===== src/rtl/axi_lite_manager.sv =====
// AXI4-Lite manager: turns a single-beat command/response interface into
// AXI4-Lite read or write transactions, one outstanding at a time, and keeps
// a saturating count of SLVERR/DECERR responses.
module axi_lite_manager #(
    parameter int ABUS_SIZE = 5,
    parameter int DBUS_SIZE = 32,
    parameter int ECNT_SIZE = 8
) (
    input  logic                 ACLK,
    input  logic                 ARESETn,
    // command side
    input  logic                 CMD_VALID,
    output logic                 CMD_READY,
    input  logic                 CMD_WRITE,
    input  logic [ABUS_SIZE-1:0] CMD_ADDR,
    input  logic [DBUS_SIZE-1:0] CMD_WDATA,
    // write address channel
    output logic [ABUS_SIZE-1:0] AWADDR,
    output logic                 AWVALID,
    input  logic                 AWREADY,
    // write data channel
    output logic [DBUS_SIZE-1:0] WDATA,
    output logic                 WVALID,
    input  logic                 WREADY,
    // write response channel
    input  logic [1:0]           BRESP,
    input  logic                 BVALID,
    output logic                 BREADY,
    // read address channel
    output logic [ABUS_SIZE-1:0] ARADDR,
    output logic                 ARVALID,
    input  logic                 ARREADY,
    // read data channel
    input  logic [DBUS_SIZE-1:0] RDATA,
    input  logic [1:0]           RRESP,
    input  logic                 RVALID,
    output logic                 RREADY,
    // response side
    output logic                 RSP_VALID,
    input  logic                 RSP_READY,
    output logic                 RSP_WRITE,
    output logic [DBUS_SIZE-1:0] RSP_RDATA,
    output logic [1:0]           RSP_RESP,
    output logic [ECNT_SIZE-1:0] ERR_COUNT
);

    typedef enum logic [2:0] {
        IDLE,
        WR_REQ,
        WR_RESP,
        RD_REQ,
        RD_DATA,
        RSP
    } state_t;

    state_t               state_q;
    logic                 cmd_ready_q;
    logic [ABUS_SIZE-1:0] awaddr_q;
    logic                 awvalid_q;
    logic [DBUS_SIZE-1:0] wdata_q;
    logic                 wvalid_q;
    logic                 bready_q;
    logic [ABUS_SIZE-1:0] araddr_q;
    logic                 arvalid_q;
    logic                 rready_q;
    logic                 aw_done_q;
    logic                 w_done_q;
    logic                 rsp_valid_q;
    logic                 rsp_write_q;
    logic [DBUS_SIZE-1:0] rsp_rdata_q;
    logic [1:0]           rsp_resp_q;
    logic [ECNT_SIZE-1:0] err_cnt_q;
    logic [ECNT_SIZE-1:0] err_cnt_d;

    logic aw_fire, w_fire, aw_done_d, w_done_d;

    // Handshakes only count against our own registered valids, so a READY
    // raised early by the subordinate never completes anything.
    assign aw_fire   = awvalid_q && AWREADY;
    assign w_fire    = wvalid_q && WREADY;
    assign aw_done_d = aw_done_q || aw_fire;
    assign w_done_d  = w_done_q || w_fire;

    // Saturating error counter increment (applied only on error responses).
    always_comb begin
        err_cnt_d = err_cnt_q;
        if (err_cnt_q != {ECNT_SIZE{1'b1}})
            err_cnt_d = err_cnt_q + {{(ECNT_SIZE-1){1'b0}}, 1'b1};
    end

    // Transaction FSM; every output is a register written here.
    always_ff @(posedge ACLK or negedge ARESETn) begin
        if (!ARESETn) begin
            state_q     <= IDLE;
            cmd_ready_q <= 1'b0;
            awaddr_q    <= '0;
            awvalid_q   <= 1'b0;
            wdata_q     <= '0;
            wvalid_q    <= 1'b0;
            bready_q    <= 1'b0;
            araddr_q    <= '0;
            arvalid_q   <= 1'b0;
            rready_q    <= 1'b0;
            aw_done_q   <= 1'b0;
            w_done_q    <= 1'b0;
            rsp_valid_q <= 1'b0;
            rsp_write_q <= 1'b0;
            rsp_rdata_q <= '0;
            rsp_resp_q  <= 2'b00;
            err_cnt_q   <= '0;
        end else begin
            case (state_q)
                IDLE: begin
                    if (cmd_ready_q && CMD_VALID) begin
                        cmd_ready_q <= 1'b0;
                        if (CMD_WRITE) begin
                            awaddr_q  <= CMD_ADDR;
                            wdata_q   <= CMD_WDATA;
                            awvalid_q <= 1'b1;
                            wvalid_q  <= 1'b1;
                            aw_done_q <= 1'b0;
                            w_done_q  <= 1'b0;
                            state_q   <= WR_REQ;
                        end else begin
                            araddr_q  <= CMD_ADDR;
                            arvalid_q <= 1'b1;
                            state_q   <= RD_REQ;
                        end
                    end else begin
                        // first cycle after reset raises CMD_READY
                        cmd_ready_q <= 1'b1;
                    end
                end
                WR_REQ: begin
                    // AW and W retire independently, in either order
                    if (aw_fire) awvalid_q <= 1'b0;
                    if (w_fire)  wvalid_q  <= 1'b0;
                    aw_done_q <= aw_done_d;
                    w_done_q  <= w_done_d;
                    if (aw_done_d && w_done_d) begin
                        bready_q <= 1'b1;
                        state_q  <= WR_RESP;
                    end
                end
                WR_RESP: begin
                    if (BVALID && bready_q) begin
                        bready_q    <= 1'b0;
                        rsp_resp_q  <= BRESP;
                        rsp_write_q <= 1'b1;
                        rsp_rdata_q <= '0;
                        rsp_valid_q <= 1'b1;
                        if (BRESP[1]) err_cnt_q <= err_cnt_d;
                        state_q     <= RSP;
                    end
                end
                RD_REQ: begin
                    if (arvalid_q && ARREADY) begin
                        arvalid_q <= 1'b0;
                        rready_q  <= 1'b1;
                        state_q   <= RD_DATA;
                    end
                end
                RD_DATA: begin
                    if (RVALID && rready_q) begin
                        rready_q    <= 1'b0;
                        rsp_resp_q  <= RRESP;
                        rsp_write_q <= 1'b0;
                        rsp_rdata_q <= RDATA;
                        rsp_valid_q <= 1'b1;
                        if (RRESP[1]) err_cnt_q <= err_cnt_d;
                        state_q     <= RSP;
                    end
                end
                RSP: begin
                    if (RSP_READY) begin
                        rsp_valid_q <= 1'b0;
                        cmd_ready_q <= 1'b1;
                        state_q     <= IDLE;
                    end
                end
                default: state_q <= IDLE;
            endcase
        end
    end

    assign CMD_READY = cmd_ready_q;
    assign AWADDR    = awaddr_q;
    assign AWVALID   = awvalid_q;
    assign WDATA     = wdata_q;
    assign WVALID    = wvalid_q;
    assign BREADY    = bready_q;
    assign ARADDR    = araddr_q;
    assign ARVALID   = arvalid_q;
    assign RREADY    = rready_q;
    assign RSP_VALID = rsp_valid_q;
    assign RSP_WRITE = rsp_write_q;
    assign RSP_RDATA = rsp_rdata_q;
    assign RSP_RESP  = rsp_resp_q;
    assign ERR_COUNT = err_cnt_q;

endmodule

===== config.mk =====
export PLATFORM = sky130hd
export DESIGN_NAME = axi_lite_manager
export DESIGN_NICKNAME = d
export VERILOG_FILES = /design/src/rtl/axi_lite_manager.sv
export SDC_FILE = /design/constraint.sdc
export NUM_CORES = 1
export LEC_CHECK = 0
export BUFFER_PORTS_ARGS = -buffer_cell sky130_fd_sc_hd__buf_2
export CORE_ASPECT_RATIO = 1.1
export CORE_MARGIN = 1.5
export CORE_UTILIZATION = 47
export CTS_CLUSTER_DIAMETER = 150
export CTS_CLUSTER_SIZE = 20
export DETAILED_ROUTE_END_ITERATION = 10
export GPL_ROUTABILITY_DRIVEN = 1
export MAX_ROUTING_LAYER = met4
export PLACE_DENSITY_LB_ADDON = 0.25
export REMOVE_ABC_BUFFERS = 1
export SYNTH_ARGS = -nofsm -noshare
export SYNTH_HDL_FRONTEND = slang
export SYNTH_SLANG_ARGS = --single-unit

===== constraint.sdc =====
create_clock -name ACLK -period 1.9 [get_ports ACLK]
set_input_delay 0.57 -clock ACLK [delete_from_list [all_inputs] [get_ports ACLK]]
set_output_delay 0.57 -clock ACLK [all_outputs]
set_load 0.1 [all_outputs]

# After elaboration in Yosys (flattened, before gate mapping)
# Cells that the tools add are included.
op_classes:
  addsub: 1
  n_eq_ne: 18
  muxes: 48
  n_bitwise: 1
  n_reduce_logical: 30
op_table:
  columns: ["cell", "n"]
  rows:
  - ["$mux 32", 2]
  - ["$pmux 32 s2", 1]
  - ["$mux 8", 5]
  - ["$ne 2x2->1 const B", 12]
  - ["$mux 1", 18]
  - ["$mux 3", 6]
  - ["$pmux 1 s2", 9]
  - ["$pmux 3 s6", 1]
  - ["$reduce_and 3->1", 6]
  - ["$pmux 8 s2", 1]
  - ["$reduce_and 4->1", 4]
  - ["$reduce_bool 2->1", 6]
  - ["$add 8x1->8 const B", 1]
  - ["$ne 8x8->1 const B", 1]
  - ["$logic_and 1x1->1", 7]
  - ["$eq 3x2->1 const B", 2]
  - ["$eq 3x3->1 const B", 2]
  - ["$mux 2", 3]
  - ["$reduce_and 6->1", 1]
  - ["$reduce_and 5->1", 1]
  - ["$pmux 2 s2", 1]
  - ["$eq 3x1->1 const B", 1]
  - ["$logic_not 3->1", 1]
  - ["$pmux 1 s3", 1]
  - ["other kinds (4)", 5]
totals:
  ff_bits: 97
  input_bits: 83
  output_inout_bits: 92
  elab_cells: 115

# Logic depth before layout (Yosys ltp)
depth:
  word_depth: 5
  mapped_depth: 7
  depth_no_buf: 5

# Worst setup path after synthesis
# Ideal clock, no wire load.
synth_timing:
  path_type: "reg-to-reg"
  from: "register rready_q (netlist: RREADY)"
  to: "register err_cnt_q[1] (netlist: ERR_COUNT[1])"
  setup_time_ns: 0.129
  t_arrival_ns: 2.112
  required_time_ns: 1.771
  slack_ns: -0.340
  path_stages_with_launch: 5
  path_buffers: 0
  synth_period_minus_slack_ns: 2.240
  cell_sequence: "dfrtp_1 nand2_1 a2111oi_4 nand3b_4 mux2_1"
synth_between:
  elab_chain_len: 3
synth_rtl:
  columns: ["item", "line_no", "text"]
  rows:
  - ["start: declaration", "65", "logic rready_q;"]
  - ["start signal: assignment", "103", "rready_q <= 1'b0;"]
  - ["start signal: assignment", "159", "rready_q <= 1'b1;"]
  - ["start signal: assignment", "165", "rready_q <= 1'b0;"]
  - ["$logic_and 1x1->1", "164", "if (RVALID && rready_q) begin"]
  - ["$ne 2x2->1 (no line)", null, null]
  - ["$reduce_and 5->1 (no line)", null, null]
  - ["end signal: assignment", "152", "if (BRESP[1]) err_cnt_q <= err_cnt_d;"]
  - ["end signal: assignment", "170", "if (RRESP[1]) err_cnt_q <= err_cnt_d;"]
  - ["end: declaration", "72", "logic [ECNT_SIZE-1:0] err_cnt_q;"]
# No other way between the ends.
# A chain may end at the register's enable or synchronous reset.

# Final worst setup path
layout_timing:
  from: "register err_cnt_q[2] (netlist: ERR_COUNT[2])"
  to: "output port ERR_COUNT[2]"
layout_lines:
  columns: ["item", "line_no", "text"]
  rows:
  - ["end: declaration", "44", "output logic [ECNT_SIZE-1:0] ERR_COUNT"]
# No word-level cell between the ends.

==> impl_metrics.json <==
{
  "status": "finished clean",
  "stdcell_count": 657,
  "hold_class": "in2async",
  "synth_most_common_cell": "nand2_1",
  "fmax_mhz": 542,
  "rsz0062_at_grt": "false",
  "start_util_pct": 49.0,
  "gr-total-overflow": 0,
  "synth_cell_types": 40,
  "dp_cells": 641,
  "h-tree-depth": 3,
  "period_needed_ps": 1850,
  "synth-async-reset-ratio_pct": 100,
  "ir_worst_vdd_uv": 325,
  "grt_pass1_wl_um": 15100,
  "cts_buffers": 9,
  "place_hpwl_um": 6550,
  "antenna_found_initial": 0,
  "avgRoutedWirePerCell_um": 13.7,
  "vias": 3261,
  "synth_seq_area_share_pct": 61.9,
  "ys_warn_count": 0,
  "tritoncts": "built",
  "clkLatencyLatePin_ps": 370,
  "ys_ff_latch": 97,
  "synthTopCellsByCount": "nand2_1 (129), dfrtp_1 (97), a22o_1 (32)",
  "grt.total_usage_pct": 22.0,
  "critical_path_buf_inv_count": 1,
  "wl_um": 9020,
  "port_buffers": 174,
  "startpoint": "ERR_COUNT[2]",
  "cts_sinks": 97,
  "yosysTopAreaCellShare_pct": 61.9,
  "slew_headroom_pct": 66.7,
  "routabilityCongestion": 0.854,
  "cts_setup_buffers": 0,
  "wl_met1_um": 4030,
  "rows": 34,
  "pwr_density_cell_nw_per_um2": 672,
  "synthToLayoutAreaGrowth_pct": 32.4,
  "syn_area_um2": 3920,
  "wl_met3_um": 571,
  "core-area_um2": 8000,
  "rr_startpoint": "state_q[1]",
  "grt_pass1_vias": 3179,
  "p_leak_uw": 0.00308,
  "holdWs_ps": 56.8,
  "fin_area_um2": 5190,
  "clockRootBuffer": "clkbuf_8",
  "fin_crit_sh_pct": 97.1,
  "synth_area_leaders": "dfrtp_1 (62%), nand2_1 (12%), a22o_1 (7.1%)",
  "viasPerCell": 4.96,
  "ctsHoldBuffers": 0,
  "synth-edff-count": 0,
  "die_h_um": 98.8,
  "n_antenna_cell": 0,
  "final_hold_viol_count": 0,
  "cts.reportedPaths.clkPinSlew_ps": 90,
  "arrival_ps": 1280,
  "required_ps": 1330,
  "die-area_um2": 8900,
  "placed_cell_area_um2": 5000,
  "drv_slew": 0,
  "synth_top_cell_by_area": "dfrtp_1",
  "clockBufferDepth": 2,
  "critical-path-slowest-cell": "buf_2",
  "drc": 0,
  "drive_gt1_share_pct": 39.0,
  "grt_max_degree": 48,
  "final.setup_skew_ps": 15.1,
  "nFillCells": 679,
  "ys.flop_type": "dfrtp_1",
  "ant_nets": 0,
  "ios": 175,
  "drt-pass1-iter-count": 4,
  "netlist_instances": 363,
  "ctsResizeCount": 0,
  "finalSetupViolations": 0,
  "maxUsedRoutingLayer": "met4",
  "critical-path-top-delay-family": "buffers and inverters",
  "fin_nets": 628,
  "crit_chain": "buf_2",
  "worst_slew_pin_slew_ps": 504,
  "maxCapViolations": 0,
  "cp_max_fo": 6,
  "crit_path_end_kind": "primary output",
  "syn_area_per_cell_um2": 10.8,
  "crit_type": "reg2out",
  "wl_met2_um": 4300,
  "worst_path_largest_cell_delay_ps": 460,
  "drt_iter0_drc": 90,
  "startpoint_type": "flop",
  "die_w_um": 90.1
}
[flip-flops by register name, summed over array words and instances, names as in the netlist, 2 cells and up]
name,count
RSP_RDATA,32
WDATA,32
state_q,3
RSP_RESP,2
AWADDR,5
ERR_COUNT,8
ARADDR,5
[final timing paths]
kind                            endpoint  depth (start not counted)  slack [ps]
max                         ERR_COUNT[2]                          1          50
min                            AWADDR[4]                          1          60
max reg2reg                    ARADDR[0]                          4          90
min reg2reg                    WDATA[19]                          2         470
max in group asynchronous  RSP_RDATA[24]                          2        1310
min in group ACLK              WDATA[18]                          3         390
[cell type report]
cell class,instances,area (um2),share of cell area [%]
clock buffer,13,169,3.25
inverter,4,15.0,0.289
multi-input combinational,241,1360,26.2
timing repair buffer,191,1060,20.5
tap,108,135,2.60
sequential,97,2430,46.8
clock inverter,3,23.8,0.458
[layer usage]
metal | GRT usage, % | vias up
met2 | 34.0 | 129
met1 | 28.9 | 1539
met4 | 7.69 | 0
met3 | 4.71 | 10
met5 | - | -
li1 | - | 1583
[placed cells by master, fill, tap and decap left out, types with 6 or more instances in the layout]
master | Yosys | final
buf_2 | 8 | 173
nand2_1 | 129 | 129
dfrtp_1 | 97 | 97
a22o_1 | 32 | 32
nor2_1 | 13 | 13
buf_4 | 2 | 13
clkbuf_8 | 0 | 12
o21ai_0 | 8 | 8
mux2_1 | 7 | 7
a21oi_1 | 6 | 6
xor2_1 | 6 | 6
nand3_1 | 6 | 6
[per-stage QoR]
step / TNS [ps] / setup slack (ps) / total power [uW] / utilization, %
final: 0 / 54.5 / 3490 / 64.9
after global routing: 0 / 6.50 / 3630 / 64.9
after CTS: 0 / 28.5 / 3520 / 64.9
after detailed placement: 0 / 15.7 / 2250 / 62.5
after global placement: 0 / 86.7 / 2250 / 62.5
after floorplan: -44230 / -615 / 2110 / -
[report_power, final]
part	switching (uW)	internal, uW
Sequential	0	2060
Clock	698	587
Combinational	71.0	71.4
Total	769	2720
[cells by family (layout without fill, tap and decap cells)]
family / after synthesis / after routing / share of synthesized area (%)
adders and majority gates: 1 / 1 / 0.319
buffers and inverters: 25 / 211 / 3.61
AOI/OAI and AO/OA: 59 / 59 / 12.0
and+or+nand+nor: 166 / 166 / 18.3
DFF: 97 / 97 / 61.9
xor gates and xnor gates: 7 / 7 / 1.56
muxes: 8 / 8 / 2.27
Note: power is estimated with default switching activity, not from simulation.
